[src/rtl/multi_exchange_parser.sv]
// Parses framed UART price updates: HEADER, payload, XOR checksum, FOOTER.
// Accepted frames commit all prices atomically; every outcome is a registered one-cycle pulse.
module multi_exchange_parser #(
    parameter int unsigned NUM_EXCH       = 2,
    parameter int unsigned PRICE_BYTES    = 2,
    parameter logic [7:0]  HEADER         = 8'hAA,
    parameter logic [7:0]  FOOTER         = 8'h55,
    parameter int unsigned TIMEOUT_CYCLES = 50000
) (
    input  logic                                clk,
    input  logic                                rst,
    input  logic [7:0]                          rx_data,
    input  logic                                rx_valid,
    output logic [NUM_EXCH*PRICE_BYTES*8-1:0]   prices,
    output logic                                packet_valid,
    output logic                                err_checksum,
    output logic                                err_framing,
    output logic                                err_timeout,
    output logic [15:0]                         frame_count
);

    localparam int unsigned PW = 8 * PRICE_BYTES;
    localparam int unsigned NB = NUM_EXCH * PRICE_BYTES;
    localparam int unsigned TOT_W = NUM_EXCH * PW;
    localparam int unsigned CW = (NB > 1) ? $clog2(NB) : 1;
    localparam int unsigned TW = $clog2(TIMEOUT_CYCLES);

    typedef enum logic [1:0] {
        StIdle,
        StPayload,
        StCheck,
        StFoot
    } state_e;

    state_e             state_q, state_d;
    logic [CW-1:0]      cnt_q, cnt_d;
    logic [7:0]         xor_q, xor_d;
    logic [TOT_W-1:0]   shadow_q, shadow_d;
    logic               mismatch_q, mismatch_d;
    logic [TW-1:0]      idle_q, idle_d;
    logic [TOT_W-1:0]   prices_q, prices_d;
    logic [15:0]        frame_count_q, frame_count_d;
    logic               packet_valid_q, packet_valid_d;
    logic               err_checksum_q, err_checksum_d;
    logic               err_framing_q, err_framing_d;
    logic               err_timeout_q, err_timeout_d;
    logic               timeout;

    // Payload byte k belongs to exchange k/PRICE_BYTES and arrives MSB first.
    function automatic int unsigned slot_lsb(input int unsigned k);
        return (k / PRICE_BYTES) * PW + (PRICE_BYTES - 1 - (k % PRICE_BYTES)) * 8;
    endfunction

    always_comb begin
        state_d        = state_q;
        cnt_d          = cnt_q;
        xor_d          = xor_q;
        shadow_d       = shadow_q;
        mismatch_d     = mismatch_q;
        prices_d       = prices_q;
        frame_count_d  = frame_count_q;
        packet_valid_d = 1'b0;
        err_checksum_d = 1'b0;
        err_framing_d  = 1'b0;
        err_timeout_d  = 1'b0;

        // A byte arriving on the expiry cycle wins over the timeout.
        timeout = (state_q != StIdle) && !rx_valid && (idle_q == TW'(TIMEOUT_CYCLES - 1));

        if (state_q == StIdle || rx_valid) begin
            idle_d = '0;
        end else begin
            idle_d = idle_q + TW'(1);
        end

        if (timeout) begin
            err_timeout_d = 1'b1;
            state_d       = StIdle;
            cnt_d         = '0;
            xor_d         = '0;
            shadow_d      = '0;
            mismatch_d    = 1'b0;
            idle_d        = '0;
        end else if (rx_valid) begin
            unique case (state_q)
                StIdle: begin
                    if (rx_data == HEADER) begin
                        state_d = StPayload;
                        cnt_d   = '0;
                        xor_d   = '0;
                    end
                end
                StPayload: begin
                    for (int unsigned k = 0; k < NB; k++) begin
                        if (cnt_q == CW'(k)) begin
                            shadow_d[slot_lsb(k) +: 8] = rx_data;
                        end
                    end
                    xor_d = xor_q ^ rx_data;
                    if (cnt_q == CW'(NB - 1)) begin
                        state_d = StCheck;
                        cnt_d   = '0;
                    end else begin
                        cnt_d = cnt_q + CW'(1);
                    end
                end
                StCheck: begin
                    mismatch_d = (rx_data != xor_q);
                    state_d    = StFoot;
                end
                StFoot: begin
                    if (rx_data != FOOTER) begin
                        err_framing_d = 1'b1;
                    end else if (mismatch_q) begin
                        err_checksum_d = 1'b1;
                    end else begin
                        packet_valid_d = 1'b1;
                        prices_d       = shadow_q;
                        frame_count_d  = frame_count_q + 16'd1;
                    end
                    state_d    = StIdle;
                    cnt_d      = '0;
                    xor_d      = '0;
                    mismatch_d = 1'b0;
                end
                default: begin
                    state_d = StIdle;
                end
            endcase
        end
    end

    always_ff @(posedge clk) begin
        if (rst) begin
            state_q        <= StIdle;
            cnt_q          <= '0;
            xor_q          <= '0;
            shadow_q       <= '0;
            mismatch_q     <= 1'b0;
            idle_q         <= '0;
            prices_q       <= '0;
            frame_count_q  <= '0;
            packet_valid_q <= 1'b0;
            err_checksum_q <= 1'b0;
            err_framing_q  <= 1'b0;
            err_timeout_q  <= 1'b0;
        end else begin
            state_q        <= state_d;
            cnt_q          <= cnt_d;
            xor_q          <= xor_d;
            shadow_q       <= shadow_d;
            mismatch_q     <= mismatch_d;
            idle_q         <= idle_d;
            prices_q       <= prices_d;
            frame_count_q  <= frame_count_d;
            packet_valid_q <= packet_valid_d;
            err_checksum_q <= err_checksum_d;
            err_framing_q  <= err_framing_d;
            err_timeout_q  <= err_timeout_d;
        end
    end

    assign prices       = prices_q;
    assign packet_valid = packet_valid_q;
    assign err_checksum = err_checksum_q;
    assign err_framing  = err_framing_q;
    assign err_timeout  = err_timeout_q;
    assign frame_count  = frame_count_q;

endmodule
[config.mk]
export PLATFORM = sky130hd
export DESIGN_NAME = multi_exchange_parser
export DESIGN_NICKNAME = d
export VERILOG_FILES = /design/src/rtl/multi_exchange_parser.sv
export SDC_FILE = /design/constraint.sdc
export NUM_CORES = 1
export LEC_CHECK = 0
export CORE_MARGIN = 4
export CORE_UTILIZATION = 50
export DETAILED_ROUTE_END_ITERATION = 10
export GPL_ROUTABILITY_DRIVEN = 0
export PLACE_DENSITY = 0.84
export SLEW_MARGIN = 5
export SYNTH_ARGS = -nofsm -noshare
export SYNTH_HDL_FRONTEND = slang
export SYNTH_SLANG_ARGS = --single-unit
[constraint.sdc]
create_clock -name clk -period 5.12 [get_ports clk]
set_clock_uncertainty 0.15 [all_clocks]
set_input_delay 1.024 -clock clk [delete_from_list [all_inputs] [get_ports clk]]
set_output_delay 1.024 -clock clk [all_outputs]
set_load 0.05 [all_outputs]
==> results.md <==
- DP Wirelength: 7.29 mm
- Ant. Diodes: 0
- PD cells: 354 mW/mm²
- Final min period: 3.32 ns
- Postcts setup bufs: 0
- # nets final: 614
- Yosys warns: 0
- Data required, critical path: 5.39 ns
- Max-slew violations: 0
- PostCTS Resize Cnt: 0
- Drt pass-1 iters: 5
- Initial antenna violation count: 0
- Sequential Area: about 0.0023 mm²
- Max-cap viol count: 0
- Post-synth net total: 565
- Peak Freq: 301 MHz
- Final hold violations: 0
- Rows: 35
- Final period utilization: around two thirds
- Global route overflow: 0
- Setup violations, final: 0
- Slew @ Worst Pin: between 1 and 1.5 ns
- Root Buffer: clkbuf_8
- Area growth syn-to-layout: 26.0%
- Top-count cell post-synth: dfxtp_1
- CTS H-tree depth: 4
- CTS tree: yes
- FILL cells: 724
- Die height: 106 µm
- Cell taking the most area after synthesis: dfxtp_1
- Post-route cell area: between 0.005 and 0.006 mm²
- Syn Std Cell Area: 0.00476 mm²
- Layout Cells excl Fill: 735
- Setup CP Type: in -> reg
- Full die area: between 0.01 and 0.015 mm²
- Type of origin of the critical path: input port
- Worst flop-to-flop path endpoint: prices[24]
- Drt wl/cell: 15.6 µm
- Max VDD drop: 0.229 mV
- Top Ports: 63
- Synth area leaders: dfxtp_1 48%, nand2_1 6.0%, a21oi_1 5.9%
- DR vias: 4163
- Ys flop type: dfxtp_1
- Top delay family on crit path: simple AND/OR/NAND/NOR gates
- FF-to-FF path depth: 5
- Largest net degree at the start of global routing: 58
- Vias in the first global route: 3977
- Placed cell area: 0.00539 mm²
- P_leak: 2.20 nW
- Critical path buffer and inverter count: 1
- Worst hold path type: reg -> reg
- Share of cells above drive strength 1: around 8.3%
- 1st-iter DRT viols: 235
- Synthesized area per cell: 8.74 µm²
- DRC: 0
- Synth cell types: 48
- Clock transition at path regs: 0.06 ns
- Ys async rst share: 0%
- RSZ-0062 raised after global routing: false
- Die W: 106 µm
- Hold-fix buffers, CTS: 0
- R2R Path Start: state_q[1]
- Via/cell ratio: 5.66
- Total wire length: 11.5 mm
- #FFs+latches synth: 113
- Rel. slew slack: 19.5%
- Worst-Skew Late Latency: 0.52 ns
- Multi-input logic area: 0.00229 mm²
- Post-synth top area share: 47.6%
- Hold_sp: prices[30]
- Post-synth top cells: 113 x dfxtp_1, 76 x nand2_1, 66 x nor2_1
- Run status: finished clean
- Setup_tns: 0 ns
- Critical Path End Type: flip-flop
- Clk sink count: 113
- # placed instances: 703
- Mapped Cells: ~540
- Total track usage: 21.0%
- Total CTS buffers: 17
- Worst EP arrival: 3.60 ns
- Initial Util: 51.5%
- Post-synth EDFFs: 0
- Post-synthesis sequential area ratio: 47.6%
- Slowest stage cell, crit path: and3_1
- Maximum single-stage delay on the critical path: ~1 ns
- Worst Path Max Fanout: 34
- CTS Buffer Depth: 2
- Buffers on Ports: 62
- Critical path cell sequence: clkdlybuf4s50_1, and3b_1, and3_1, nand2_1, a21oi_1
- Register-to-Register Setup Slack: 2.67 ns
- ANT nets after route: 0
- Global-route wire length before repair: around 19 mm
- Core area: 0.00924 mm²
- Min-Delay Path Depth: 2
- Tot Pwr: 2.12 mW
- Hold worst-path end: prices[30]
cell type report:
| class | instances | area share, % |
|---|---|---|
| tap | 129 | 2.69 |
| multi-input combinational | 385 | 38.2 |
| sequential | 113 | 37.7 |
| timing repair buffer | 64 | 10.5 |
| inverter | 12 | 0.751 |
| clock buffer | 18 | 7.14 |
| clock inverter | 14 | 3.01 |
state kept, by name, indices dropped and copies added (netlist names):
signal        flops
cnt_q             2
err_checksum      1
err_framing       1
err_timeout       1
frame_count      16
idle_q           16
mismatch_q        1
packet_valid      1
prices           32
shadow_q         32
state_q           2
xor_q             8
power by group:
| group | switching (mW) | leakage (nW) | internal (mW) | total (mW) |
|---|---|---|---|---|
| sequential | 0.000149 | 0.910 | 0.880 | 0.880 |
| clock | 0.436 | 0.298 | 0.762 | 1.20 |
| combinational | 0.0308 | 0.997 | 0.0137 | 0.0446 |
| total | 0.467 | 2.20 | 1.66 | 2.12 |
stage by stage:
stage	hold slack [ns]	worst slack, ns	util, %
floorplan	0.280	2.32	-
global placement	0.291	1.51	58.3
detailed placement	0.296	1.42	58.3
CTS	0.304	1.79	64.9
global route	0.324	1.53	64.9
finish	0.303	1.80	64.9
worst max path at each step:
stage / slack [ns] / from / end / depth (start not counted)
2_1_floorplan: 2.32 / rx_data[5] / frame_count[14] / 7
3_3_place_gp: 1.51 / rx_data[2] / frame_count[0] / 5
3_5_place_dp: 1.42 / rx_data[2] / prices[6] / 5
4_1_cts: 1.79 / rx_valid / prices[24] / 5
5_1_grt: 1.53 / rx_valid / prices[6] / 5
6_report: 1.80 / rx_valid / prices[24] / 5
cells in the final DEF, fill, tap and decap left out, types with 3 or more instances in the layout:
master,count
nor3_1,4
clkdlybuf4s50_1,61
o31ai_1,5
and4_1,3
and3_1,3
xnor2_1,20
inv_1,12
nand3_1,18
nor2b_1,5
nand4_1,9
clkinv_4,4
o21ai_0,22
clkbuf_16,16
inv_6,3
or3_1,4
or4_1,8
or4b_2,7
nand2_1,76
xor2_1,4
nor2_1,66
a21oi_1,56
nand2b_1,5
ha_1,10
dfxtp_1,113
mux2i_1,28
bufinv_16,3
nor4_1,7
cell families after synthesis:
group | synth area share (%)
muxes | 6.68
xor gates and xnor gates | 4.42
adders and majority gates | 2.63
buffers and inverters | 4.37
AOI/OAI and AO/OA | 10.4
and+or+nand+nor | 24.0
DFF | 47.6
layer usage:
layer	vias up	routed length, µm	GRT usage, %	share of wire, %
met5	-	0	0	0
met4	0	265	7.86	2.3
met3	37	683	6.18	5.9
met2	152	5760	36.0	50
met1	1998	4780	24.8	42
li1	1976	-	-	-
tightest hold or removal path, stage by stage, from the launching register on:
cell	delay, ns
dfxtp_1	0.31
nand2_1	0.05
a21oi_1	0.05
Power figures use the tool's default switching activity.
